--- src/rtl/hack_soc_pkg.sv ---
// Shared definitions for the hack_soc memory subsystem: arbiter state
// encoding and requester identities.
package hack_soc_pkg;

    typedef enum logic [1:0] {
        ST_IDLE    = 2'd0,
        ST_ISSUE   = 2'd1,
        ST_WAIT    = 2'd2,
        ST_RESPOND = 2'd3
    } arb_state_e;

    localparam logic OWNER_CPU  = 1'b0;
    localparam logic OWNER_DISP = 1'b1;

endpackage

--- src/rtl/qspi_ram_arbiter.sv ---
// Two-requester arbiter in front of the QSPI SRAM controller. The CPU data
// port (read/write) and the display fetcher (read-only) take turns owning the
// controller; a watchdog forces completion if the controller never answers.
module qspi_ram_arbiter
    import hack_soc_pkg::*;
#(
    parameter int ADDR_WIDTH     = 16,
    parameter int DATA_WIDTH     = 16,
    parameter int TIMEOUT_CYCLES = 1023
) (
    input  logic                  clk,
    input  logic                  reset_n,
    input  logic                  cpu_req,
    input  logic                  cpu_we,
    input  logic [ADDR_WIDTH-1:0] cpu_addr,
    input  logic [DATA_WIDTH-1:0] cpu_wdata,
    output logic                  cpu_ack,
    output logic [DATA_WIDTH-1:0] cpu_rdata,
    input  logic                  disp_req,
    input  logic [ADDR_WIDTH-1:0] disp_addr,
    output logic                  disp_ack,
    output logic [DATA_WIDTH-1:0] disp_rdata,
    output logic                  mem_start,
    output logic                  mem_we,
    output logic [ADDR_WIDTH-1:0] mem_addr,
    output logic [DATA_WIDTH-1:0] mem_wdata,
    input  logic [DATA_WIDTH-1:0] mem_rdata,
    input  logic                  mem_done,
    input  logic                  mem_busy,
    output logic                  owner,
    output logic                  timeout_err
);

    // Counter runs 0..TIMEOUT_CYCLES-1 while waiting; the last value is the
    // final WAIT cycle before the forced completion.
    localparam int              CNT_W    = $clog2(TIMEOUT_CYCLES + 1);
    localparam logic [CNT_W-1:0] CNT_LAST = CNT_W'(TIMEOUT_CYCLES - 1);

    arb_state_e            state_q, state_d;
    logic                  owner_q, owner_d;
    logic                  last_owner_q, last_owner_d;
    logic                  we_q, we_d;
    logic [ADDR_WIDTH-1:0] addr_q, addr_d;
    logic [DATA_WIDTH-1:0] wdata_q, wdata_d;
    logic                  start_q, start_d;
    logic                  cpu_ack_q, cpu_ack_d;
    logic                  disp_ack_q, disp_ack_d;
    logic [DATA_WIDTH-1:0] cpu_rdata_q, cpu_rdata_d;
    logic [DATA_WIDTH-1:0] disp_rdata_q, disp_rdata_d;
    logic                  timeout_err_q, timeout_err_d;
    logic [CNT_W-1:0]      cnt_q, cnt_d;
    logic                  grant_owner;

    // Round-robin pick: under contention the requester that did not own the
    // controller last time wins; otherwise whoever is asking.
    always_comb begin
        grant_owner = OWNER_CPU;
        if (cpu_req && disp_req) begin
            grant_owner = ~last_owner_q;
        end else if (disp_req) begin
            grant_owner = OWNER_DISP;
        end
    end

    // Next-state and registered-output computation for the arbiter FSM.
    always_comb begin
        state_d       = state_q;
        owner_d       = owner_q;
        last_owner_d  = last_owner_q;
        we_d          = we_q;
        addr_d        = addr_q;
        wdata_d       = wdata_q;
        start_d       = 1'b0;
        cpu_ack_d     = 1'b0;
        disp_ack_d    = 1'b0;
        cpu_rdata_d   = cpu_rdata_q;
        disp_rdata_d  = disp_rdata_q;
        timeout_err_d = timeout_err_q;
        cnt_d         = cnt_q;

        case (state_q)
            ST_IDLE: begin
                if (!mem_busy && (cpu_req || disp_req)) begin
                    owner_d = grant_owner;
                    if (grant_owner == OWNER_DISP) begin
                        // Display is read-only; its command never writes.
                        we_d    = 1'b0;
                        addr_d  = disp_addr;
                        wdata_d = '0;
                    end else begin
                        we_d    = cpu_we;
                        addr_d  = cpu_addr;
                        wdata_d = cpu_wdata;
                    end
                    start_d = 1'b1;
                    state_d = ST_ISSUE;
                end
            end
            ST_ISSUE: begin
                cnt_d   = '0;
                state_d = ST_WAIT;
            end
            ST_WAIT: begin
                if (mem_done || (cnt_q == CNT_LAST)) begin
                    // A real completion wins over a simultaneous timeout.
                    if (!mem_done) begin
                        timeout_err_d = 1'b1;
                    end
                    if (!we_q) begin
                        if (owner_q == OWNER_DISP) begin
                            disp_rdata_d = mem_done ? mem_rdata : '0;
                        end else begin
                            cpu_rdata_d = mem_done ? mem_rdata : '0;
                        end
                    end
                    cpu_ack_d  = (owner_q == OWNER_CPU);
                    disp_ack_d = (owner_q == OWNER_DISP);
                    state_d    = ST_RESPOND;
                end else begin
                    cnt_d = cnt_q + 1'b1;
                end
            end
            ST_RESPOND: begin
                last_owner_d = owner_q;
                state_d      = ST_IDLE;
            end
            default: begin
                state_d = ST_IDLE;
            end
        endcase
    end

    // State and output registers with synchronous active-low reset.
    always_ff @(posedge clk) begin
        if (!reset_n) begin
            state_q       <= ST_IDLE;
            owner_q       <= OWNER_DISP;
            last_owner_q  <= OWNER_DISP;
            we_q          <= 1'b0;
            addr_q        <= '0;
            wdata_q       <= '0;
            start_q       <= 1'b0;
            cpu_ack_q     <= 1'b0;
            disp_ack_q    <= 1'b0;
            cpu_rdata_q   <= '0;
            disp_rdata_q  <= '0;
            timeout_err_q <= 1'b0;
            cnt_q         <= '0;
        end else begin
            state_q       <= state_d;
            owner_q       <= owner_d;
            last_owner_q  <= last_owner_d;
            we_q          <= we_d;
            addr_q        <= addr_d;
            wdata_q       <= wdata_d;
            start_q       <= start_d;
            cpu_ack_q     <= cpu_ack_d;
            disp_ack_q    <= disp_ack_d;
            cpu_rdata_q   <= cpu_rdata_d;
            disp_rdata_q  <= disp_rdata_d;
            timeout_err_q <= timeout_err_d;
            cnt_q         <= cnt_d;
        end
    end

    assign mem_start   = start_q;
    assign mem_we      = we_q;
    assign mem_addr    = addr_q;
    assign mem_wdata   = wdata_q;
    assign cpu_ack     = cpu_ack_q;
    assign disp_ack    = disp_ack_q;
    assign cpu_rdata   = cpu_rdata_q;
    assign disp_rdata  = disp_rdata_q;
    assign owner       = owner_q;
    assign timeout_err = timeout_err_q;

endmodule

--- config.mk ---
export PLATFORM = sky130hd
export DESIGN_NAME = qspi_ram_arbiter
export DESIGN_NICKNAME = d
export VERILOG_FILES = /design/src/rtl/hack_soc_pkg.sv /design/src/rtl/qspi_ram_arbiter.sv
export SDC_FILE = /design/constraint.sdc
export NUM_CORES = 1
export LEC_CHECK = 0
export CAP_MARGIN = 10
export CORE_MARGIN = 4
export CORE_UTILIZATION = 39
export CTS_CLUSTER_SIZE = 28
export DETAILED_ROUTE_END_ITERATION = 10
export HOLD_SLACK_MARGIN = 0.03
export PLACE_DENSITY = 0.85
export SLEW_MARGIN = 20
export SYNTH_ARGS = -nofsm -noshare
export SYNTH_HDL_FRONTEND = slang
export SYNTH_SLANG_ARGS = --single-unit
--- constraint.sdc ---
create_clock -name clk -period 1.8 [get_ports clk]
set_clock_uncertainty 0.15 [all_clocks]
set_input_delay 0.54 -clock clk [delete_from_list [all_inputs] [get_ports clk]]
set_output_delay 0.54 -clock clk [all_outputs]
set_load 0.1 [all_outputs]
==> impl_metrics.env <==
export IMPL_port_buffers=140
export IMPL_slew_headroom_pct=71.2
export IMPL_n_fill_cell=528
export IMPL_nets=670
export IMPL_max_clock_path_buffers=2
export IMPL_antenna_found_initial=0
export IMPL_place_inst=683
export IMPL_yosysMostFrequentCell="dfxtp_1"
export IMPL_synthCells=424
export IMPL_fp_dieW_um=103
export IMPL_vias=3973
export IMPL_rsz0062_at_grt="yes"
export IMPL_remaining_drc_errors=0
export IMPL_async_flop_share_pct=0
export IMPL_worstSetupStartpointType="flop"
export IMPL_ys_seq_area_share_pct=47.3
export IMPL_post_drt_wl_per_cell_um=18.2
export IMPL_synthTopCellsByCount="dfxtp_1 (83), nand2_1 (62), nand3_1 (52), a21oi_1 (51), clkbuf_1 (29)"
export IMPL_cp_max_fo=22
export IMPL_synthFlopType="dfxtp_1"
export IMPL_core_mm2=0.00872
export IMPL_stdcell_count=705
export IMPL_hold_buffers=0
export IMPL_leakage_uw=0.00243
export IMPL_cts_buffers=9
export IMPL_cts_sinks=83
export IMPL_drtPass1Iterations=5
export IMPL_path_clk_slew_ns=0.10
export IMPL_setup_viol=0
export IMPL_r2r_start="state_q[1]"
export IMPL_pin_count=141
export IMPL_setup_worst_path_class="flop to flop"
export IMPL_power_density_mw_per_mm2=1060
export IMPL_cp_arrival_ns=1.89
export IMPL_maxSlewViolCount=0
export IMPL_yosysTopAreaCellShare_pct=47.3
export IMPL_yosys_warnings=0
export IMPL_cp_required_ns=1.91
export IMPL_critPathSlowestCell="dfxtp_2"
export IMPL_initial_core_util_pct=40.3
export IMPL_die_height_um=103
export IMPL_grt_pass1_vias=4039
export IMPL_cts_tree="built"
export IMPL_dieArea_mm2=0.0106
export IMPL_max_cap_viol_count=0
export IMPL_end_kind="flop"
export IMPL_final_antenna_net_count=0
export IMPL_rrSetupSlack_ns=0.02
export IMPL_hold_violations=0
export IMPL_min_from="mem_wdata[6]"
export IMPL_diodes=0
export IMPL_period_needed_ns=1.78
export IMPL_yosys_top_cells_area="dfxtp_1 (47%), nand3_1 (7.4%), a21oi_1 (7.3%), nand2_1 (6.6%), a311oi_1 (4.2%)"
export IMPL_setup_tns_ns=0
export IMPL_grt_overflow=0
export IMPL_peakVddDrop_v=0.000765
export IMPL_hpwlAfterDp_um=9130
export IMPL_area_growth_pct=83.7
export IMPL_synth_area_leader_cell="dfxtp_1"
export IMPL_h_tree_depth=3
export IMPL_cpPeakStageDelay_ns=0.35
export IMPL_avgSynthCellArea_um2=8.28
export IMPL_hold_class="flop to flop"
export IMPL_drt_iter0_drc=193
export IMPL_root_buffer="clkbuf_8"
export IMPL_grt_first_pass_wirelength_um=19400
export IMPL_status="complete, no violations"
export IMPL_tightest_slew_ns=0.431
export IMPL_synth_cell_type_count=48
export IMPL_crit_path_start="state_q[1]"
export IMPL_cp_cell_sequence="buf_4, inv_2, ha_2, inv_1, nor2_4, buf_12, nor2_1, a311oi_1"
export IMPL_rows=34
export IMPL_critical_path_top_delay_family="buffers and inverters"
export IMPL_max_freq_mhz=562
export IMPL_drive_gt1_share_pct=28.8
export IMPL_post_drt_via_cell_ratio=5.64
export IMPL_clock_latency_ns=0.36
export IMPL_synth_fp_nets=502
export IMPL_fin_crit_sh_pct=98.9
export IMPL_ys_seq_elements=83
export IMPL_routabilityCongestion=0.839
export IMPL_grt_max_degree=37
export IMPL_grt_use_total_pct=23.2
export IMPL_path_buf_inv=4
export IMPL_synth_edff_count=0
export IMPL_wirelength_um=12900
export IMPL_synth_area_mm2=0.00351
-- layout make-up --
| type | instances | area, um2 | area share (%) |
|---|---|---|---|
| flip-flops and latches | 83 | 1670 | 25.9 |
| multi-input cells | 299 | 1780 | 27.6 |
| repair buffers | 191 | 2630 | 40.8 |
| clock buffers | 9 | 124 | 1.92 |
| inverters | 8 | 30.0 | 0.466 |
| well taps | 108 | 135 | 2.10 |
| clock inverters | 7 | 71.3 | 1.11 |
-- worst paths after layout --
check	endpoint	cells after the start
setup / recovery	mem_addr[2]	8
hold / removal	mem_wdata[6]	2
setup reg to reg	mem_addr[2]	8
hold reg to reg	mem_wdata[6]	2
-- metrics by stage --
stage | total power (uW) | area, um2 | setup WS [ns] | utilization, % | hold WS (ns)
floorplan | 4040 | 3530 | -0.0139 | - | 0.307
global placement | 5290 | 6060 | -0.361 | 69.4 | 0.320
detailed placement | 5380 | 6060 | -0.499 | 69.4 | 0.332
CTS | 6780 | 6340 | 0.00415 | 72.7 | 0.344
global route | 7090 | 6450 | -0.0453 | 73.9 | 0.363
finish | 6850 | 6450 | 0.0204 | 73.9 | 0.342
-- power breakdown --
group	internal, uW	leakage (uW)	total, uW	switching, uW
sequential	2030	0.000677	2250	217
clock	542	0.0000931	1340	798
combinational	1260	0.00166	3270	2010
total	3830	0.00243	6850	3020
-- placed cells by master (no fill, tap or decap), types with 3 or more instances in the layout --
cell type | Yosys | layout
a21oi_1 | 51 | 50
dfxtp_1 | 83 | 77
o21a_1 | 3 | 3
a31oi_1 | 3 | 3
clkdlybuf4s50_1 | 0 | 67
buf_4 | 0 | 39
o211ai_1 | 3 | 3
nand3_1 | 52 | 51
dfxtp_2 | 0 | 5
buf_12 | 0 | 78
ha_1 | 7 | 4
o21ai_0 | 25 | 23
o2111ai_1 | 3 | 3
nor2_1 | 25 | 24
clkbuf_8 | 0 | 9
inv_2 | 0 | 4
o21ai_1 | 9 | 11
inv_1 | 8 | 4
a311oi_1 | 17 | 16
nand2_1 | 62 | 61
and3_1 | 5 | 4
-- worst min-delay path, cell delays in order, from the launching register on --
cell and delay [ns]:
dfxtp_1 0.34, nand2_1 0.06, a21oi_1 0.05
-- layer usage --
metal	routed length, um	track usage, %
met1	4550	25.5
met2	6670	40.1
met3	1410	10.0
met4	231	8.27
met5	0	0
-- state kept, by name, summed over array words and instances (netlist names) --
signal / cells
mem_we: 1
disp_ack: 1
mem_wdata: 16
mem_start: 1
mem_addr: 16
last_owner_q: 1
cpu_rdata: 16
cnt_q: 10
state_q: 2
cpu_ack: 1
disp_rdata: 16
timeout_err: 1
owner: 1
-- timing repair --
action | 4_1_cts | 5_1_grt
gates cloned | 1 | 1
pin swaps | 3 | 11
buffers inserted | 2 | 2
gates resized for setup | 11 | 21
hold endpoints to repair | 0 | 0
endpoints found under the setup margin | 47 | 46
-- logic make-up after synthesis --
group | synth area share (%)
adders and majority gates | 2.49
muxes | 0.570
buffers and inverters | 4.78
DFF | 47.3
AOI/OAI and AO/OA | 22.6
and+or+nand+nor | 22.2
No activity file was read; power rests on OpenSTA's default activity.
==> patch 1: new RTL, same settings <==
The parameter `TIMEOUT_CYCLES` goes from 1023 to 2046.
--- a/src/rtl/qspi_ram_arbiter.sv
+++ b/src/rtl/qspi_ram_arbiter.sv
@@ -7,5 +7,5 @@
     parameter int ADDR_WIDTH     = 16,
     parameter int DATA_WIDTH     = 16,
-    parameter int TIMEOUT_CYCLES = 1023
+    parameter int TIMEOUT_CYCLES = 2046
 ) (
     input  logic                  clk,
Formal check against the unedited RTL: no difference found for any inputs over 10 cycles, from zero or initial values and one cycle with reset_n low; that may be too few to reach the edited logic, so the function may still have changed.
==> patch 1 against the unedited design <==
Final area grew 5.0%. Area after synthesis grew 9.8%. The run now ends with setup timing left. Power grew 7.5%. Worst setup slack lost 0.029 ns. Final cell count grew 3.4%. Routed wire length shrank 3.3%. Sequential share of layout area shrank 0.97 points. First-iteration DRC count shrank 6.2%. Sequential cell count grew 1. Sequential power grew 2%. Combinational power grew 14%.
==> patch 1: results <==
metrics = {
    "final_layout": {
        "drive_above_1_share": 0.2869,
        "nonClkBufAreaFrac": 0.3802,
        "clock_area_frac": 0.02828,
        "num-multi-input-gates": 304,
        "nNetsFinal": 669,
        "multi_input_area_um2": 2122,
        "nFillCells": 693,
        "n_all_buffers": 185,
        "inverters": 7,
        "fin_util": 0.6990,
    },
    "sta": {
        "setup_violations": 1,
        "fin_ws_ns": -0.008510,
        "fin_tns_setup_ns": -0.008510,
    },
    "place": {
        "gp_congestion": 0.8564,
        "dp_hpwl_um": 8986,
        "pre_cts_ws_ns": -0.4681,
        "dp.cells": 706,
    },
    "status": {
        "status": "complete, but fails checks",
        "violations": "setup timing",
    },
    "setup_path": {
        "crit_fanout": 12,
    },
    "logic_synthesis": {
        "synthAdderAreaFrac": 0.02271,
        "ys_types": 44,
        "synth_nets": 517,
        "syn_inst": 439,
        "synth.area.top_cells": "dfxtp_1 (44%), a21boi_0 (9.0%), o31ai_1 (6.4%)",
        "synth_compound_area_frac": 0.2563,
        "ys_ff_latch": 84,
    },
    "clocking": {
        "clk-insertion-delay-late_ns": 0.38,
        "cts_resized": 8,
    },
    "power": {
        "powerSeq_w": 0.00229,
        "p_sw_w": 0.003336,
        "leakage_nw": 2.645,
        "vdd_drop_max_uv": 754.1,
    },
    "global_routing": {
        "grt_util_met2": 0.3785,
        "use_met3": 0.05939,
        "grt_pass1_wl_um": 19140,
        "use_met1": 0.2204,
        "grt_max_degree": 35,
    },
    "routing": {
        "vias_per_cell": 5.525,
    },
}
-- patch 1: cell count changes after synthesis, sizes merged, moves of 17 or more --
cell,unedited run,this run
nand4,2,36
a21boi,1,50
nor2,25,4
a21oi,51,3
o31ai,1,33
o21ai,34,5
a311oi,17,0
-- patch 1: path summary, 6_finish.rpt --
| kind | cells past startpoint | end | slack [ns] | start |
|---|---|---|---|---|
| max | 8 | disp_rdata[3]$_SDFFE_PN0P_ | -0.009 | cnt_q[1]$_SDFFE_PN0P_ |
| min | 2 | mem_wdata[5]$_SDFFE_PN0P_ | 0.35 | mem_wdata[5]$_SDFFE_PN0P_ |
| max reg2reg | 8 | disp_rdata[3]$_SDFFE_PN0P_ | -0.009 | cnt_q[1]$_SDFFE_PN0P_ |
| min reg2reg | 2 | mem_wdata[5]$_SDFFE_PN0P_ | 0.35 | mem_wdata[5]$_SDFFE_PN0P_ |
-- patch 1: per-layer routing --
metal,routed length [um],vias to the layer above
met5,0,-
met4,220,0
met3,1010,25
met2,6527,172
met1,4679,1917
li1,-,1914
==> patch 2: new RTL, config.mk and constraints unchanged <==
Without the edit above. Reset style: asynchronous (`reset_n`), changed in one clocked block. Comments in the files are not updated.
--- a/src/rtl/qspi_ram_arbiter.sv
+++ b/src/rtl/qspi_ram_arbiter.sv
@@ -132,5 +132,5 @@
 
     // State and output registers with synchronous active-low reset.
-    always_ff @(posedge clk) begin
+    always_ff @(posedge clk or negedge reset_n) begin
         if (!reset_n) begin
             state_q       <= ST_IDLE;
Behaviour: differs if reset_n is asserted again (counterexample within 4 cycles, from zero or initial values and one cycle with reset_n low); with reset_n held inactive, the same outputs for 10 cycles.
==> patch 2 against the unedited design <==
The flow now finishes with violations (setup timing). Non-clock buffer count up 9. Area after synthesis is 7.8% higher. Sequential share of layout area increased by 3.6 points. Routed wire length fell by 3.6%. Sequential cell count is the same. Worst setup slack got worse by 0.37 ns. Global-route usage decreased by 4.4 points. Via count fell by 18%. Critical path depth did not move. Final area grew 9.4%. Largest cell class unchanged.
Power is not shown: default switching activity piles up to over one toggle a cycle in this logic, so the estimate is an artifact.
==> patch 2: results <==
metrics = {
    "setup_path": {
        "worst_path_max_delay_cell": "dfrtp_1",
        "arrival_ns": 2.22,
        "slowest_delay_ns": 0.40,
        "cp_top_family": "simple AND/OR/NAND/NOR gates",
        "crit_fanout": 8,
    },
    "final_layout": {
        "nNetsFinal": 593,
        "drive_above_1_share": 0.4319,
        "layout.cells.non_filler": 651,
    },
    "routing": {
        "vias": 3272,
        "drtPass1Iterations": 4,
        "wirelength_um": 12390,
        "drt_iter0_markers": 110,
    },
    "sta": {
        "worst-slew-pin-transition_ns": 0.4569,
        "fin_tns_setup_ns": -10.12,
        "hold_viol": 0,
        "fin_ws_ns": -0.3469,
        "setup_violations": 48,
    },
    "logic_synthesis": {
        "synth.area.top_cells": "dfrtp_1 (54%), mux2_2 (6.5%), nand2_1 (5.8%)",
        "ys_types": 44,
        "syn_avg_cell_area_um2": 11.83,
        "synthArstFlopShare": 1.000,
        "synth.yosys.seq_area_share": 0.5492,
        "synthTopCellsByCount": "dfrtp_1 (81), nand2_1 (58), o21ai_0 (34), mux2_2 (22), mux2i_1 (19)",
        "yosysWarnings": 0,
        "synth_nets": 397,
    },
    "global_routing": {
        "grt_pass1_wl_um": 16820,
        "antenna_found_initial": 1,
        "grt_pass1_vias": 3379,
        "grt_max_degree": 84,
        "track_usage": 0.1887,
    },
    "clocking": {
        "clk-insertion-delay-late_ns": 0.35,
        "cts-root-buf": "clkbuf_8",
        "numCtsBuffers": 9,
        "htreeDepth": 3,
        "clkTransAtPathRegs_ns": 0.09,
        "cts_resized": 23,
        "clock_path_buffers": 2,
        "post-cts-setup-buffers": 7,
    },
    "place": {
        "pre_cts_ws_ns": -0.5762,
        "gp_congestion": 0.7742,
        "dpl-instance-area_um2": 6277,
        "dp.cells": 607,
        "portBuffers": 140,
        "dp_hpwl_um": 8107,
    },
    "status": {
        "violations": "setup timing",
        "status": "complete, but fails checks",
    },
    "worst_hold_path": {
        "hp-class": "in2async",
    },
}
-- patch 2: cell types whose count changed in the layout (fill, tap and decap cells not counted), moves of 17 or more --
cell,change
a21oi_1,-48
dfxtp_1,-77
dfrtp_1,+80
mux2i_1,+17
mux2_2,+18
nor2_1,-24
nand3_1,-51
-- patch 2: cell families (layout without fill, tap and decap cells) --
kind of cell	Yosys count	in the layout	synth area share
AO/OA/AOI/OAI	54	54	0.09121
XOR/XNOR	1	1	0.002314
adder cells (fa/ha/maj)	6	6	0.01983
buffers and inverters	26	225	0.04131
flip-flops	83	83	0.5492
multiplexers	54	54	0.1642
other	0	1	0
AND/OR/NAND/NOR	96	98	0.1319
-- patch 2: final cells by class --
type / count / area (um2)
flip-flops and latches: 83 / 2085
diodes: 1 / 2.502
multi-input cells: 213 / 1738
fillers: 541 / 2272
repair buffers: 200 / 2796
clock inverters: 6 / 70.07
well taps: 129 / 161.4
clock buffers: 10 / 137.6
inverters: 9 / 65.06
-- patch 2: worst paths after layout --
path,slack [ns],end,startpoint,depth (start not counted)
worst max-delay path,-0.35,disp_rdata[2]$_DFFE_PN0P_,cnt_q[0]$_DFFE_PN0P_,8
worst min-delay path,0.04,cnt_q[7]$_DFFE_PN0P_,reset_n,2
worst max register to register,-0.35,disp_rdata[2]$_DFFE_PN0P_,cnt_q[0]$_DFFE_PN0P_,8
min in group clk,0.40,mem_addr[3]$_DFFE_PN0P_,mem_addr[3]$_DFFE_PN0P_,2
max in group asynchronous,1.06,last_owner_q$_DFFE_PN1N_,reset_n,2
worst min register to register,0.40,mem_addr[3]$_DFFE_PN0P_,mem_addr[3]$_DFFE_PN0P_,2
-- patch 2: metal layers --
metal  part of all wire  GRT usage
met5                  0          0
met4              0.018    0.05479
met3              0.067    0.07225
met2               0.55     0.3484
met1               0.37     0.1984
